`config.mk`:
```
export PLATFORM = sky130hd
export DESIGN_NAME = arb_rr_enc_flat
export DESIGN_NICKNAME = d
export VERILOG_FILES = /design/src/rtl/arb_rr_enc_pkg.sv /design/src/rtl/arb_rr_enc_if.sv /design/src/rtl/arb_rr_enc_dec.sv /design/src/rtl/arb_rr_enc.sv /design/src/flat_wrapper.sv
export SDC_FILE = /design/constraint.sdc
export NUM_CORES = 1
export LEC_CHECK = 0
export ABC_CLOCK_PERIOD_IN_PS = 2650
export BUFFER_PORTS_ARGS = -buffer_cell sky130_fd_sc_hd__buf_2
export CORE_MARGIN = 4
export CORE_UTILIZATION = 30
export DETAILED_ROUTE_END_ITERATION = 10
export GPL_ROUTABILITY_DRIVEN = 0
export GPL_TIMING_DRIVEN = 0
export PLACE_DENSITY_LB_ADDON = 0.08
export SYNTH_ARGS = -nofsm -noshare
export SYNTH_HDL_FRONTEND = slang
export SYNTH_HIERARCHICAL = 1
export SYNTH_SLANG_ARGS = --single-unit
```
`constraint.sdc`:
```
create_clock -name clk -period 2.65 [get_ports clk]
set_input_delay 0 -clock clk [delete_from_list [all_inputs] [get_ports clk]]
set_output_delay 0 -clock clk [all_outputs]
set_load 0.005 [all_outputs]
```
`src/rtl/arb_rr_enc_pkg.sv`:
```
// Shared types for the round-robin encoded-grant arbiter.
package arb_rr_enc_pkg;

    typedef enum logic {
        IDLE = 1'b0,
        HOLD = 1'b1
    } arb_state_e;

endpackage

```
`src/rtl/arb_rr_enc_if.sv`:
```
// Request/grant bundle between requestors, the arbiter and the grant consumer.
// Handshake: the arbiter raises gnt_vld_o with gnt_idx_o and holds both stable until the
// consumer samples gnt_rdy_i high on a rising edge; that edge is the one and only transfer.
interface arb_rr_enc_if #(
    parameter int W     = 4,
    parameter int IDX_W = $clog2(W)
);
    logic [W-1:0]     req_i;
    logic             gnt_vld_o;
    logic [IDX_W-1:0] gnt_idx_o;
    logic             gnt_rdy_i;

    modport master (
        input  req_i,
        input  gnt_rdy_i,
        output gnt_vld_o,
        output gnt_idx_o
    );

    modport slave (
        output req_i,
        output gnt_rdy_i,
        input  gnt_vld_o,
        input  gnt_idx_o
    );
endinterface

```
`src/rtl/arb_rr_enc_dec.sv`:
```
// Binary-to-one-hot decoder; all outputs low when en is low.
module dec #(
    parameter int W     = 4,
    parameter int IDX_W = $clog2(W)
) (
    input  logic [IDX_W-1:0] idx,
    input  logic             en,
    output logic [W-1:0]     onehot
);
    always_comb begin
        onehot = '0;
        for (int i = 0; i < W; i++) begin
            if (en && (idx == IDX_W'(i))) onehot[i] = 1'b1;
        end
    end
endmodule

```
`src/rtl/arb_rr_enc.sv`:
```
// Round-robin arbiter presenting one encoded grant at a time, held until accepted.
// Accepting a grant re-arbitrates in the same cycle, so a busy bus gets one grant per cycle.
module arb_rr_enc
    import arb_rr_enc_pkg::*;
#(
    parameter int W     = 4,
    parameter int IDX_W = $clog2(W)
) (
    input  logic             clk,
    input  logic             rst,
    arb_rr_enc_if.master     bus,
    output arb_state_e       dbg_state,
    output logic [IDX_W-1:0] dbg_ptr
);
    localparam logic [IDX_W-1:0] LAST = IDX_W'(W - 1);

    if (W < 2) begin : g_bad_w
        $error("arb_rr_enc: W must be at least 2");
    end

    // Returns {found, idx}: the lowest set bit at or above ptr, else the lowest set bit overall.
    function automatic logic [IDX_W:0] pick(input logic [W-1:0] req, input logic [IDX_W-1:0] ptr);
        logic             found;
        logic [IDX_W-1:0] idx;
        found = 1'b0;
        idx   = '0;
        for (int i = W - 1; i >= 0; i--) begin
            if (req[i]) begin
                found = 1'b1;
                idx   = IDX_W'(i);
            end
        end
        for (int i = W - 1; i >= 0; i--) begin
            if (req[i] && (IDX_W'(i) >= ptr)) idx = IDX_W'(i);
        end
        return {found, idx};
    endfunction

    arb_state_e       state_q, state_d;
    logic [IDX_W-1:0] idx_q, idx_d;
    logic [IDX_W-1:0] ptr_q, ptr_d;
    logic             accept;
    logic [W-1:0]     acc_mask;
    logic [W-1:0]     req_eff;
    logic [IDX_W:0]   pick_res;

    assign accept = (state_q == HOLD) && bus.gnt_rdy_i;

    dec #(.W(W), .IDX_W(IDX_W)) u_dec (
        .idx    (idx_q),
        .en     (accept),
        .onehot (acc_mask)
    );

    // Pointer wraps at W-1, not at the power of two above it.
    always_comb begin
        ptr_d = ptr_q;
        if (accept) ptr_d = (idx_q == LAST) ? '0 : idx_q + IDX_W'(1);
    end

    // Without an accept the mask is zero and ptr_d equals ptr_q, so one pick serves both states.
    assign req_eff  = bus.req_i & ~acc_mask;
    assign pick_res = pick(req_eff, ptr_d);

    always_comb begin
        state_d = state_q;
        idx_d   = idx_q;
        case (state_q)
            IDLE: begin
                if (pick_res[IDX_W]) begin
                    state_d = HOLD;
                    idx_d   = pick_res[IDX_W-1:0];
                end
            end
            HOLD: begin
                if (accept) begin
                    if (pick_res[IDX_W]) idx_d = pick_res[IDX_W-1:0];
                    else                 state_d = IDLE;
                end
            end
            default: state_d = IDLE;
        endcase
    end

    always_ff @(posedge clk) begin
        if (rst) begin
            state_q <= IDLE;
            idx_q   <= '0;
            ptr_q   <= '0;
        end else begin
            state_q <= state_d;
            idx_q   <= idx_d;
            ptr_q   <= ptr_d;
        end
    end

    assign bus.gnt_vld_o = (state_q == HOLD);
    assign bus.gnt_idx_o = idx_q;
    assign dbg_state     = state_q;
    assign dbg_ptr       = ptr_q;
endmodule

```
`src/flat_wrapper.sv`:
```
// flat-port wrapper written by rule: the top's interface ports become plain ports
module arb_rr_enc_flat import arb_rr_enc_pkg::*;
#(
    parameter int W     = 4,
    parameter int IDX_W = $clog2(W)
)
  (clk, rst, dbg_state, dbg_ptr, bus_req_i, bus_gnt_rdy_i, bus_gnt_vld_o, bus_gnt_idx_o);
  arb_rr_enc_if #(.W(W), .IDX_W(IDX_W)) bus_i ();
  input  logic clk;
  input  logic rst;
  output arb_state_e dbg_state;
  output logic [IDX_W-1:0] dbg_ptr;
  input wire logic [$bits(bus_i.req_i)-1:0] bus_req_i;
  input wire logic [$bits(bus_i.gnt_rdy_i)-1:0] bus_gnt_rdy_i;
  output wire logic [$bits(bus_i.gnt_vld_o)-1:0] bus_gnt_vld_o;
  output wire logic [$bits(bus_i.gnt_idx_o)-1:0] bus_gnt_idx_o;
  assign bus_i.req_i = bus_req_i;
  assign bus_i.gnt_rdy_i = bus_gnt_rdy_i;
  assign bus_gnt_vld_o = bus_i.gnt_vld_o;
  assign bus_gnt_idx_o = bus_i.gnt_idx_o;
  arb_rr_enc #(.W(W), .IDX_W(IDX_W)) u_core (.clk(clk), .rst(rst), .bus(bus_i), .dbg_state(dbg_state), .dbg_ptr(dbg_ptr));
endmodule
```
==> flow_metrics.tcl <==
set metrics [dict create \
    dieArea_um2 2034 \
    final_hold_viol_count 0 \
    syn_inst 46 \
    leakage_nw 0.2651 \
    antennaDiodeCount 0 \
    syn2layout_area_growth_pct 27.88 \
    clock-sinks 5 \
    drc_errors 0 \
    pwr-share-clk_pct 35.4 \
    routed_wl_um 863 \
    p_seq_share_pct 38.0 \
    port_buffers 12 \
    slew-limit-headroom_pct 78.61 \
    rsz0062_at_grt "no" \
    final.setup_skew_ns 0.002559 \
    start_util_pct 31.73 \
    power.switching_mw 0.06677 \
    final_max_slew_viol_count 0 \
    synth_seq_area_share_pct 24.24 \
    cp.arrival_ns 2.03 \
    clkTransAtPathRegs_ns 0.04 \
    dp_hpwl_um 695.9 \
    cts-resized-gates 0 \
    vdd_ir_drop_max_mv 0.2276 \
    synth_edf_count 0 \
    swShare_pct 27.77 \
    io_pins 13 \
    worstPathRequired_ns 2.83 \
    insertion_delay_ns 0.24 \
    viasPerCell 5.038 \
    fin_crit_sh_pct 69.86 \
    final_core_utilization_pct 40.58 \
    ys_ff_latch 5 \
    synthesis.area_um2 412.9 \
    max_cap_violations 0 \
    layout_min_cycle_time_ns 1.851 \
    grt_max_degree 10 \
    num_vias 393 \
    row_count 13 \
    track_usage_pct 9.217 \
    postCtsSetupRepairBufs 0 \
    holdWs_ns 0.2286 \
    post-place-ws_ns 0.8026 \
    drt_iter0_drc 9 \
    hold_path.class "in2reg" \
    antenna_found_initial 0 \
    power_frac_comb_pct 26.5 \
    grt_pass1_vias 347 \
    yosys_warnings 6 \
    synthFlopType "dfxtp_1" \
    htreeDepth 1 \
    totalNegativeSetupSlack_ns 0 \
    worstPathMaxFanout 9 \
    tightest_slew_ns 0.3179 \
    dpl_cell_area_um2 491.7 \
    async_reset_ff_share_pct 0 \
    criticalPathCategory "reg2reg" \
    final.fill_count 143 \
    core-area_um2 1301 \
    drtAntennaViolNets 0 \
    power.internal_mw 0.1737 \
    ys_types 30 \
    status "completed" \
    setup_viol 0 \
    worst_setup_path_end_kind "flop" \
    grt_pass1_wl_um 1386 \
    drive_gt1_share_pct 41.27 \
    final_cells 78 \
    max_clock_freq_mhz 540.1 \
    cts_hold_buf 1 \
    startpoint_type "flop" \
    dp.cells 73 \
    first_pass_iters 4 \
    p_total_mw 0.2404 \
    stdcell_area_um2 528.0 \
    nets 72 \
    power_per_cell_area_nw_per_um2 455.4 \
    wl_per_cell_um 11.06 \
    clock_path_buffers 2 \
    gr-total-overflow 0 \
    die_y_um 45.10 \
    root_buffer "clkbuf_4" \
    setup_slack_ns 0.7986 \
    syn-mean-instance-area_um2 8.976 \
    cts_tree "done" \
    syn_nets 54 \
    cts_inserted_buffers 3 \
    fp.dieW_um 45.10 \
]
-- worst max-delay path: stages, from the launching register on --
cell,delay [ns]
dfxtp_1,0.47
nand2_1,0.12
inv_1,0.11
nor3b_2,0.15
and2b_2,0.26
or4_4,0.42
a21oi_2,0.15
a32o_2,0.13
-- cells by family (layout without fill, tap and decap cells) --
| family | count (synthesis) | in the layout | share of synthesized area (%) |
|---|---|---|---|
| buffers and inverters | 2 | 19 | 2.727 |
| and+or+nand+nor | 23 | 23 | 41.82 |
| DFF | 5 | 5 | 24.24 |
| AOI/OAI and AO/OA | 15 | 15 | 28.18 |
| adders and majority gates | 1 | 1 | 3.030 |
-- power groups by stage --
stage / registers, mW / clock network (mW) / logic (mW)
finish: 0.0914 / 0.0852 / 0.0638
floorplan: 0.0915 / 0 / 0.0424
global route: 0.0930 / 0.0931 / 0.0702
global placement: 0.0932 / 0 / 0.0636
CTS: 0.0914 / 0.0902 / 0.0641
detailed placement: 0.0928 / 0 / 0.0627
-- area by class of cell --
cell class	count	area [µm²]	area share, %
sequential	5	100.1	18.96
timing repair buffer	13	70.07	13.27
tap	15	18.77	3.555
inverter	1	3.754	0.7109
clock buffer	4	26.28	4.976
multi-input combinational	39	301.5	57.11
buffer	1	7.507	1.422
-- worst paths after layout --
kind                            from  slack [ns]                 endpoint  cells after the start
max             u_core/bus.gnt_vld_o        0.80  u_core/bus.gnt_idx_o[0]                      7
min                    bus_gnt_rdy_i        0.23     u_core/bus.gnt_vld_o                      3
max reg2reg     u_core/bus.gnt_vld_o        0.80  u_core/bus.gnt_idx_o[0]                      7
min reg2reg  u_core/bus.gnt_idx_o[1]        0.62  u_core/bus.gnt_idx_o[1]                      1
-- Yosys cell counts, drive strengths merged, types with 2 or more instances --
| library cell | count | area (µm²) |
|---|---|---|
| dfxtp | 5 | 100.1 |
| a21oi | 4 | 23.77 |
| nor2 | 3 | 11.26 |
| nor2b | 3 | 36.29 |
| a21bo | 2 | 20.02 |
| a32o | 2 | 22.52 |
| and2 | 2 | 12.51 |
| and3b | 2 | 17.52 |
| nand2 | 2 | 7.510 |
| nand2b | 2 | 12.51 |
| nand3 | 2 | 10.01 |
-- registers in the layout, indices dropped and copies added, names as in the netlist --
| signal | cells |
|---|---|
| u_core/dbg_ptr | 2 |
| u_core/bus.gnt_idx_o | 2 |
| u_core/bus.gnt_vld_o | 1 |
-- cells in the final DEF, fill, tap and decap left out, drive strengths merged, types with 2 or more instances in the layout --
| cell type | netlist | routed |
|---|---|---|
| a32o | 2 | 2 |
| and2 | 2 | 2 |
| nor2 | 3 | 3 |
| nand3 | 2 | 2 |
| nor2b | 3 | 3 |
| dfxtp | 5 | 5 |
| nand2b | 2 | 2 |
| a21bo | 2 | 2 |
| buf | 1 | 13 |
| a21oi | 4 | 4 |
| nand2 | 2 | 2 |
| and3b | 2 | 2 |
| clkbuf | 0 | 4 |
-- metal layers --
metal	up-vias	GRT usage (%)	wire length [µm]
met2	6	12.99	413
li1	210	-	-
met5	-	0	0
met3	0	1.594	43
met1	177	12.05	405
met4	0	7.602	0
(Power assumes the default switching activity.)
